File: config.mk
export PLATFORM = sky130hd
export DESIGN_NAME = cart_mem_responder
export DESIGN_NICKNAME = d
export VERILOG_FILES = /design/src/rtl/cart_mem_responder.sv
export SDC_FILE = /design/constraint.sdc
export NUM_CORES = 1
export LEC_CHECK = 0
export BUFFER_PORTS_ARGS = -buffer_cell sky130_fd_sc_hd__buf_2
export CORE_MARGIN = 1
export CORE_UTILIZATION = 52
export DETAILED_ROUTE_END_ITERATION = 6
export GPL_TIMING_DRIVEN = 0
export PLACE_DENSITY = 0.78
export SLEW_MARGIN = 30
export SYNTH_ARGS = -nofsm -noshare
export SYNTH_HDL_FRONTEND = slang
export SYNTH_SLANG_ARGS = --single-unit
File: constraint.sdc
create_clock -name clk -period 2.4 [get_ports clk]
set_input_delay 0.24 -clock clk [delete_from_list [all_inputs] [get_ports clk]]
set_output_delay 0.24 -clock clk [all_outputs]
set_load 0.1 [all_outputs]
File: src/rtl/cart_mem_responder.sv
// Memory-side responder for the cartridge mapper hub: edge-detects level-style
// read/write requests on two ports and serialises them onto one strobe/ready RAM port.
module cart_mem_responder #(
  parameter logic [24:0] ROM_BASE  = 25'h000_0000,
  parameter logic [24:0] SRAM_BASE = 25'h1FF_8000
) (
  input  logic        clk,
  input  logic        reset,
  input  logic [24:0] mem_addr [2],
  input  logic [7:0]  mem_data [2],
  input  logic [1:0]  mem_wren,
  input  logic [1:0]  mem_rden,
  output logic [7:0]  mem_q [2],
  output logic        cpu_wait,
  output logic [24:0] ram_addr,
  output logic [7:0]  ram_din,
  output logic        ram_rd,
  output logic        ram_we,
  input  logic [7:0]  ram_dout,
  input  logic        ram_ready
);

  typedef enum logic {
    ST_IDLE = 1'b0,
    ST_BUSY = 1'b1
  } state_t;

  state_t      state_q, state_d;
  logic        sel_q, sel_d;
  logic [1:0]  rd_q, wr_q;
  logic [1:0]  pend_q, pend_d;
  logic [1:0]  kind_wr_q, kind_wr_d;
  logic [24:0] slot_addr_q [2];
  logic [24:0] slot_addr_d [2];
  logic [7:0]  slot_data_q [2];
  logic [7:0]  slot_data_d [2];
  logic [24:0] ram_addr_q, ram_addr_d;
  logic [7:0]  ram_din_q, ram_din_d;
  logic        ram_rd_q, ram_rd_d;
  logic        ram_we_q, ram_we_d;
  logic [7:0]  rdata_q [2];
  logic [7:0]  rdata_d [2];

  logic [1:0]  rise_rd, rise_wr, detect;
  logic [24:0] new_addr [2];
  logic [1:0]  eff_pend, eff_wr;
  logic [24:0] eff_addr [2];
  logic [7:0]  eff_data [2];
  logic        issue, pick;
  logic [9:0]  sram_addr_unused;

  assign rise_rd = mem_rden & ~rd_q;
  assign rise_wr = mem_wren & ~wr_q;
  assign detect  = rise_rd | rise_wr;

  // The SRAM window is 32 KB, so only the low 15 address bits select a byte.
  assign new_addr[0]      = mem_addr[0] + ROM_BASE;
  assign new_addr[1]      = SRAM_BASE + {10'b0, mem_addr[1][14:0]};
  assign sram_addr_unused = mem_addr[1][24:15];

  // Slot contents as seen this cycle: a fresh rise overwrites the stored slot
  // and can be issued on this very edge; a simultaneous read rise loses to the write.
  always_comb begin
    for (int n = 0; n < 2; n++) begin
      eff_pend[n] = pend_q[n] | detect[n];
      eff_wr[n]   = detect[n] ? rise_wr[n]  : kind_wr_q[n];
      eff_addr[n] = detect[n] ? new_addr[n] : slot_addr_q[n];
      eff_data[n] = detect[n] ? mem_data[n] : slot_data_q[n];
    end
  end

  always_comb begin
    // NOTE: every variable gets a default before any branch, so no path
    // through the block can leave a value unassigned and infer a latch.
    state_d     = state_q;
    sel_d       = sel_q;
    pend_d      = eff_pend;
    kind_wr_d   = eff_wr;
    slot_addr_d = eff_addr;
    slot_data_d = eff_data;
    ram_addr_d  = ram_addr_q;
    ram_din_d   = ram_din_q;
    ram_rd_d    = ram_rd_q;
    ram_we_d    = ram_we_q;
    rdata_d     = rdata_q;
    issue       = 1'b0;
    pick        = 1'b0;

    case (state_q)
      ST_IDLE: begin
        if (|eff_pend) begin
          issue = 1'b1;
          pick  = ~eff_pend[0];
        end
      end
      ST_BUSY: begin
        if (ram_ready) begin
          ram_rd_d = 1'b0;
          ram_we_d = 1'b0;
          if (ram_rd_q) begin
            rdata_d[sel_q] = ram_dout;
          end
          if (eff_pend[~sel_q]) begin
            issue = 1'b1;
            pick  = ~sel_q;
          end else begin
            state_d = ST_IDLE;
          end
        end
      end
      default: state_d = ST_IDLE;
    endcase

    if (issue) begin
      state_d      = ST_BUSY;
      sel_d        = pick;
      ram_addr_d   = eff_addr[pick];
      ram_din_d    = eff_data[pick];
      ram_rd_d     = ~eff_wr[pick];
      ram_we_d     = eff_wr[pick];
      pend_d[pick] = 1'b0;
    end
  end

  always_ff @(posedge clk) begin
    // NOTE: non-blocking assignments make every register sample pre-edge
    // values, so the order of statements here cannot change behaviour.
    if (reset) begin
      state_q        <= ST_IDLE;
      sel_q          <= 1'b0;
      rd_q           <= 2'b00;
      wr_q           <= 2'b00;
      pend_q         <= 2'b00;
      kind_wr_q      <= 2'b00;
      // NOTE: these small arrays are plain flops, not RAM, so they are reset
      // like any other register and the slots start out clean.
      slot_addr_q[0] <= '0;
      slot_addr_q[1] <= '0;
      slot_data_q[0] <= '0;
      slot_data_q[1] <= '0;
      ram_addr_q     <= '0;
      ram_din_q      <= '0;
      ram_rd_q       <= 1'b0;
      ram_we_q       <= 1'b0;
      rdata_q[0]     <= 8'hFF;
      rdata_q[1]     <= 8'hFF;
    end else begin
      state_q     <= state_d;
      sel_q       <= sel_d;
      rd_q        <= mem_rden;
      wr_q        <= mem_wren;
      pend_q      <= pend_d;
      kind_wr_q   <= kind_wr_d;
      slot_addr_q <= slot_addr_d;
      slot_data_q <= slot_data_d;
      ram_addr_q  <= ram_addr_d;
      ram_din_q   <= ram_din_d;
      ram_rd_q    <= ram_rd_d;
      ram_we_q    <= ram_we_d;
      rdata_q     <= rdata_d;
    end
  end

  assign cpu_wait = (|detect) | (|pend_q) | (state_q == ST_BUSY);
  assign ram_addr = ram_addr_q;
  assign ram_din  = ram_din_q;
  assign ram_rd   = ram_rd_q;
  assign ram_we   = ram_we_q;
  assign mem_q    = rdata_q;

endmodule

## Word level (Yosys, flattened, before mapping)

Index checks and enable logic that the tools add are counted.

| word-level totals | value |
|---|---|
| register bits | 127 |
| bits in latches | 0 |
| RAM bits | 0 |
| memory bits (read-only) | 0 |
| bits of input ports | 81 |
| output and inout port bits | 52 |
| word-level logic and storage cells | 86 |
| memories | 0 |

| operators by class | value |
|---|---|
| $add $sub $neg | 1 |
| multipliers | 0 |
| divide/modulo/power cells | 0 |
| magnitude comparators | 6 |
| eq/ne operators | 0 |
| shift operators | 0 |
| muxes and demuxes | 37 |
| bitwise logic cells | 17 |
| reductions and logical operators | 9 |

Operator list:

| operator | count |
|---|---|
| $mux 25 | 5 |
| $mux 8 | 6 |
| $mux 1 | 20 |
| $add 16x16->17 const A | 1 |
| $bwmux 16 | 1 |
| $demux 8 s1 | 1 |
| $and 2x2->2 | 3 |
| $not 2->2 | 3 |
| $reduce_or 2->1 | 3 |
| $ge 2x2->1 const B | 2 |
| $lt 1x2->1 const B | 2 |
| $not 1->1 | 4 |
| $not 1->2 | 2 |
| $or 1x1->1 | 4 |
| $pmux 1 s2 | 2 |
| $reduce_bool 2->1 | 2 |
| $reduce_and 3->1 | 1 |
| $logic_and 1x1->1 | 2 |
| $lt 2x1->1 const B | 1 |
| $mux 2 | 1 |
| $or 2x2->2 | 1 |
| $reduce_and 2->1 | 1 |
| $demux 1 s1 | 1 |
| $ge 1x1->1 const B | 1 |

## Logic depth before layout (Yosys ltp)

| depth | value |
|---|---|
| depth after elaboration | 16 |
| depth in mapped cells | 8 |
| gate-level depth less buffers | 5 |

## Least setup slack after synthesis

OpenSTA, ideal clock, no wires.

| timing | value |
|---|---|
| kind | input-to-reg |
| start point | in mem_rden[0] |
| end point | reg ram_we_q (netlist: ram_we) |
| setup time | 0.062 ns |
| arrival time | 2.238 ns |
| data required time | 2.338 ns |
| slack | 0.100 ns |
| stages | 5 |
| path buffers | 0 |
| cells stage by stage | nor2b_1 > nor3_1 > nand3b_1 > a21oi_1 > a22o_1 |

| between the ends | value |
|---|---|
| cells in the longest elaborated chain, start to end | 11 |
| elaborated cells between the ends (all ways) | 22 |

Ends and longest elaborated chain:

| what | RTL line | source |
|---|---|---|
| from (decl) | 12 | `input logic [1:0] mem_rden,` |
| $and 2x2->2 (*) | 52 | `assign rise_rd = mem_rden & ~rd_q;` |
| $or 2x2->2 (*) | 54 | `assign detect = rise_rd \| rise_wr;` |
| $or 1x1->1 | 65 | `eff_pend[n] = pend_q[n] \| detect[n];` |
| $mux 1 (not written as such) (2 in a row) | 103 | `if (eff_pend[~sel_q]) begin` |
| $mux 1 | 103 |  |
| $mux 1 | 97 | `if (ram_ready) begin` |
| $pmux 1 s2 | 89 | `case (state_q)` |
| $mux 1 (not written as such) (2 in a row) | 120 | `ram_we_d = eff_wr[pick];` |
| $mux 1 | 114 | `if (issue) begin` |
| to (signal assigned) | 159 | `ram_we_q <= ram_we_d;` |
| to (decl) | 40 | `logic ram_we_q, ram_we_d;` |

Every way passes the cells marked *; elsewhere a longest branch is shown, timed or not. The select of a mux whose other input is x is not followed.
A chain may end at the register's enable or synchronous reset.

## Worst setup path in the final report

| timing | value |
|---|---|
| start point | reg state_q |
| end point | reg ram_addr_q[15] (netlist: ram_addr[15]) |

| between the ends | value |
|---|---|
| cells in the longest elaborated chain, start to end | 6 |
| elaborated cells between the ends (all ways) | 7 |

Ends and longest elaborated chain:

| what | RTL line | source |
|---|---|---|
| from (decl) | 28 | `state_t state_q, state_d;` |
| from (signal assigned) | 148 | `state_q <= state_d;` |
| $not 1->1 | n/a |  |
| $pmux 1 s2 | 89 |  |
| $not 1->2 (not written as such) | 117 | `ram_addr_d = eff_addr[pick];` |
| $mux 25 (not written as such) (3 in a row) | 117 |  |
| to (signal assigned) | 156 | `ram_addr_q <= ram_addr_d;` |
| to (decl) | 37 | `logic [24:0] ram_addr_q, ram_addr_d;` |

Parallel ways exist; a longest one is shown, timed or not. The select of a mux whose other input is x is not followed.

==> impl_metrics.prom <==
# TYPE chip_impl_metric gauge
chip_impl_metric{name="post_synth_simple_gate_area",unit=""} 0.2086
chip_impl_info{name="critical_path_top_delay_cell",value="sky130_fd_sc_hd__o32ai_4"} 1
chip_impl_metric{name="initial_core_utilization",unit=""} 0.5329
chip_impl_info{name="netlist_top_cells_area",value="sky130_fd_sc_hd__dfxtp_1, sky130_fd_sc_hd__nand2_1, sky130_fd_sc_hd__a21oi_1"} 1
chip_impl_metric{name="dp_cells",unit=""} 788
chip_impl_metric{name="grt_first_pass_wirelength",unit="um"} 23090
chip_impl_metric{name="p_per_area",unit="mW/mm^2"} 928.2
chip_impl_metric{name="area_growth_syn_to_layout",unit="%"} 38.63
chip_impl_info{name="highest_count_cells_in_the_layout_ignoring_fill_and_taps",value="sky130_fd_sc_hd__nand2_1, sky130_fd_sc_hd__buf_2, sky130_fd_sc_hd__dfxtp_1"} 1
chip_impl_metric{name="path_max_fanout",unit=""} 10
chip_impl_metric{name="floorplan.io_pins",unit=""} 133
chip_impl_metric{name="cap_viol_max_count",unit=""} 0
chip_impl_metric{name="detail_route.drc_violations",unit=""} 0
chip_impl_metric{name="route.antenna.remaining_nets",unit=""} 0
chip_impl_info{name="kind_of_end_point_of_the_critical_path",value="flop"} 1
chip_impl_metric{name="synth.mux.area_fraction",unit=""} 0.02042
chip_impl_metric{name="drive_gt1_frac",unit=""} 0.2235
chip_impl_metric{name="timing.clock.skew",unit="ns"} 0.007193
chip_impl_info{name="classification_of_the_worst_slack_hold_path",value="primary input to flop"} 1
chip_impl_info{name="path_common_cell",value="sky130_fd_sc_hd__buf_2"} 1
chip_impl_metric{name="drv_slew",unit=""} 0
chip_impl_metric{name="global_route.usage.total",unit=""} 0.3046
chip_impl_metric{name="total_power_of_the_final_layout",unit="uW"} 6306
chip_impl_metric{name="core_occupancy_in_the_finished_layout",unit=""} 0.7388
chip_impl_metric{name="die_area",unit="mm^2"} 0.009817
chip_impl_info{name="cts.root.buffer_cell",value="sky130_fd_sc_hd__clkbuf_8"} 1
chip_impl_metric{name="final_period_minus_worst_setup_slack",unit="ns"} 2.263
chip_impl_metric{name="maximum_count_of_clock_buffers_along_a_single_path",unit=""} 2
chip_impl_metric{name="synth-warning-count",unit=""} 0
chip_impl_metric{name="syn_nets",unit=""} 636
chip_impl_metric{name="horizontal_die_dimension",unit="um"} 99.08
chip_impl_info{name="path_class",value="flop to flop"} 1
chip_impl_metric{name="port_buffers",unit=""} 122
chip_impl_info{name="synth_area_leader_cell",value="sky130_fd_sc_hd__dfxtp_1"} 1
chip_impl_metric{name="synth_top_cell_area_share",unit=""} 0.5188
chip_impl_metric{name="timing.final.hold_violations",unit=""} 0
chip_impl_metric{name="timing.critical_path.required",unit="ns"} 2.87
chip_impl_metric{name="synth-seq-cells",unit=""} 127
chip_impl_info{name="grt_setup_unrepaired",value="no"} 1
chip_impl_metric{name="syn-cell-area",unit="mm^2"} 0.004901
chip_impl_metric{name="fin_tns_setup",unit="ns"} 0
chip_impl_metric{name="detailroute.via_count",unit=""} 4918
chip_impl_metric{name="placement_rows",unit=""} 35
chip_impl_metric{name="wire_per_inst",unit="um"} 16.78
chip_impl_metric{name="cts.sinks",unit=""} 127
chip_impl_metric{name="first_global_vias",unit=""} 4762
chip_impl_metric{name="worst_margin_pin_slew",unit="ns"} 0.7029
chip_impl_metric{name="post_synth_arst_share",unit=""} 0
chip_impl_metric{name="final.period_utilization",unit=""} 0.9431
chip_impl_metric{name="fin_nets",unit=""} 833
chip_impl_metric{name="xor_xnor_cell_area_share_of_the_yosys_netlist",unit=""} 0
chip_impl_metric{name="cts-buffers-inserted",unit=""} 17
chip_impl_metric{name="number_of_h_tree_levels",unit=""} 4
chip_impl_metric{name="timing.final.setup_violations",unit=""} 0
chip_impl_info{name="path_delay_family",value="compound AO/OA/AOI/OAI gates"} 1
chip_impl_metric{name="worst_ir_drop_vdd",unit="V"} 0.0005354
chip_impl_metric{name="preCtsSetupSlack",unit="ns"} 0.1838
chip_impl_metric{name="antennaDiodeCount",unit=""} 0
chip_impl_metric{name="die_h",unit="um"} 99.08
chip_impl_metric{name="core_region_area",unit="mm^2"} 0.009196
chip_impl_metric{name="synth_adder_area_share",unit=""} 0
chip_impl_metric{name="route.detailed.vias_per_inst",unit=""} 5.614
chip_impl_metric{name="worst_stage_delay_on_the_critical_path",unit="ns"} 0.48
chip_impl_metric{name="post_synth_num_cell_types",unit=""} 37
chip_impl_metric{name="clkLatencyLatePin",unit="ns"} 0.52
chip_impl_metric{name="timing.final.ws_setup",unit="ns"} 0.1366
chip_impl_metric{name="worstPathArrival",unit="ns"} 2.73
chip_impl_metric{name="synth_enable_flop_cells",unit=""} 0
chip_impl_metric{name="synth-compound-area-share",unit=""} 0.2091
chip_impl_metric{name="yosysSeqAreaShare",unit=""} 0.5188
chip_impl_metric{name="cp.buffers_inverters",unit=""} 3
chip_impl_info{name="synthFlopType",value="sky130_fd_sc_hd__dfxtp_1"} 1
chip_impl_metric{name="first_pass_iters",unit=""} 5
chip_impl_info{name="layout_commonest_cell",value="sky130_fd_sc_hd__nand2_1"} 1
chip_impl_info{name="outcome",value="finished, final reports clean"} 1
chip_impl_metric{name="dp_hpwl",unit="um"} 9505
chip_impl_metric{name="post_synth_inst_count",unit=""} 555
chip_impl_metric{name="cts.clk_slew.worst_paths",unit="ns"} 0.06
chip_impl_metric{name="synth.avg_cell_area",unit="um^2"} 8.831
chip_impl_info{name="critical_path.startpoint_type",value="flop"} 1
chip_impl_info{name="timing.critical_path.cells",value="buf_6 > or2_1 > o32ai_4 > o21ai_2 > buf_2 > buf_2 > nor3_1 > a221o_1"} 1
chip_impl_metric{name="finalWeightedCongestion",unit=""} 0.8616
chip_impl_metric{name="detailedRoute.firstIterationViolations",unit=""} 332
chip_impl_metric{name="antenna_found_initial",unit=""} 0
chip_impl_metric{name="grt_max_degree",unit=""} 17
chip_impl_metric{name="num-fill-cells",unit=""} 665
chip_impl_metric{name="timing.slew.headroom",unit=""} 0.5314
chip_impl_metric{name="routed_wirelength",unit="um"} 14700
chip_impl_metric{name="grt_overflow",unit=""} 0
chip_impl_metric{name="p_leak",unit="uW"} 0.002942
chip_impl_metric{name="fmax",unit="MHz"} 441.8
chip_impl_info{name="cts_tree",value="built"} 1
chip_impl_info{name="dominant_combinational_cell_family_by_area_after_synthesis",value="compound AO/OA/AOI/OAI gates"} 1
chip_impl_metric{name="final-instance-count-excl-fill",unit=""} 876
[metal layers]
| layer | track usage | part of all wire | vias up |
|---|---|---|---|
| met4 | 0.1007 | 0.014 | 0 |
| met3 | 0.05887 | 0.069 | 22 |
| li1 | - | - | 2346 |
| met1 | 0.3659 | 0.41 | 2327 |
| met5 | 0 | 0 | - |
| met2 | 0.5471 | 0.50 | 223 |
[power by group]
| part | switching (uW) | leakage (uW) | internal [uW] |
|---|---|---|---|
| Clock | 1040 | 0.000278 | 1440 |
| Combinational | 1070 | 0.00161 | 395 |
| Sequential | 86.8 | 0.00105 | 2280 |
| Total | 2190 | 0.00294 | 4120 |
[area by class of cell]
| class | count | area (um^2) | share of cell area |
|---|---|---|---|
| Sequential cell | 127 | 2542 | 0.3742 |
| Multi-Input combinational cell | 381 | 2152 | 0.3168 |
| Timing Repair Buffer | 178 | 1174 | 0.1727 |
| Clock buffer | 18 | 427.9 | 0.06298 |
| Buffer | 45 | 205.2 | 0.03020 |
| Clock inverter | 14 | 146.4 | 0.02155 |
| Tap cell | 111 | 138.9 | 0.02044 |
| Inverter | 2 | 7.507 | 0.001105 |
[Yosys cell counts, types with 2 or more instances]
library cell,instances
sky130_fd_sc_hd__mux2i_1,10
sky130_fd_sc_hd__dfxtp_1,127
sky130_fd_sc_hd__or2_1,2
sky130_fd_sc_hd__a211oi_1,4
sky130_fd_sc_hd__clkbuf_1,28
sky130_fd_sc_hd__nor2_1,53
sky130_fd_sc_hd__a211o_1,8
sky130_fd_sc_hd__nand3b_1,9
sky130_fd_sc_hd__buf_6,3
sky130_fd_sc_hd__a221o_1,16
sky130_fd_sc_hd__nand2b_1,5
sky130_fd_sc_hd__inv_1,2
sky130_fd_sc_hd__nor3_1,16
sky130_fd_sc_hd__nand2_1,130
sky130_fd_sc_hd__a22o_1,28
sky130_fd_sc_hd__a222oi_1,16
sky130_fd_sc_hd__nor2b_1,17
sky130_fd_sc_hd__a21oi_1,51
sky130_fd_sc_hd__buf_1,6
sky130_fd_sc_hd__buf_2,7
[cell families after synthesis]
kind of cell    after synthesis
compound gates              133
flops                       127
buf+inv                      47
simple gates                238
mux                          10
[what timing repair did]
action,in CTS,in global routing
gates resized for setup,0,3
setup endpoints to repair,0,5
buffers inserted,0,0
hold buffers,56,0
endpoints found under the hold margin,64,0
[final timing paths]
path                            slack (ns)               to            start  cells after the start
worst max-delay path                  0.14     ram_addr[15]          state_q                      8
worst min register to register        0.46  slot_addr_q[31]  slot_addr_q[31]                      2
worst max register to register        0.14     ram_addr[15]          state_q                      8
worst min-delay path                 0.003   slot_addr_q[9]      mem_addr[9]                      3
[through the flow]
step                cell area (um^2)  hold WS, ns
finish                          6794     0.002515
global route                    6794      0.01796
CTS                             6785    0.0008591
detailed placement              5650       0.4464
global placement                5650       0.4371
floorplan                       4901       0.3579
[worst min-delay path, cell delays in order]
cell                      delay [ns]
sky130_fd_sc_hd__buf_2          0.08
sky130_fd_sc_hd__mux2i_1        0.08
sky130_fd_sc_hd__nor2_1         0.09
[sequential cells by signal (all words and copies together), names as in the netlist]
register / cells
sel_q: 1
wr_q: 2
kind_wr_q: 2
slot_data_q: 16
slot_addr_q: 50
ram_we: 1
state_q: 1
ram_addr: 25
ram_din: 8
ram_rd: 1
pend_q: 2
rd_q: 2
mem_q: 16
No activity file was read; power rests on OpenSTA's default activity.
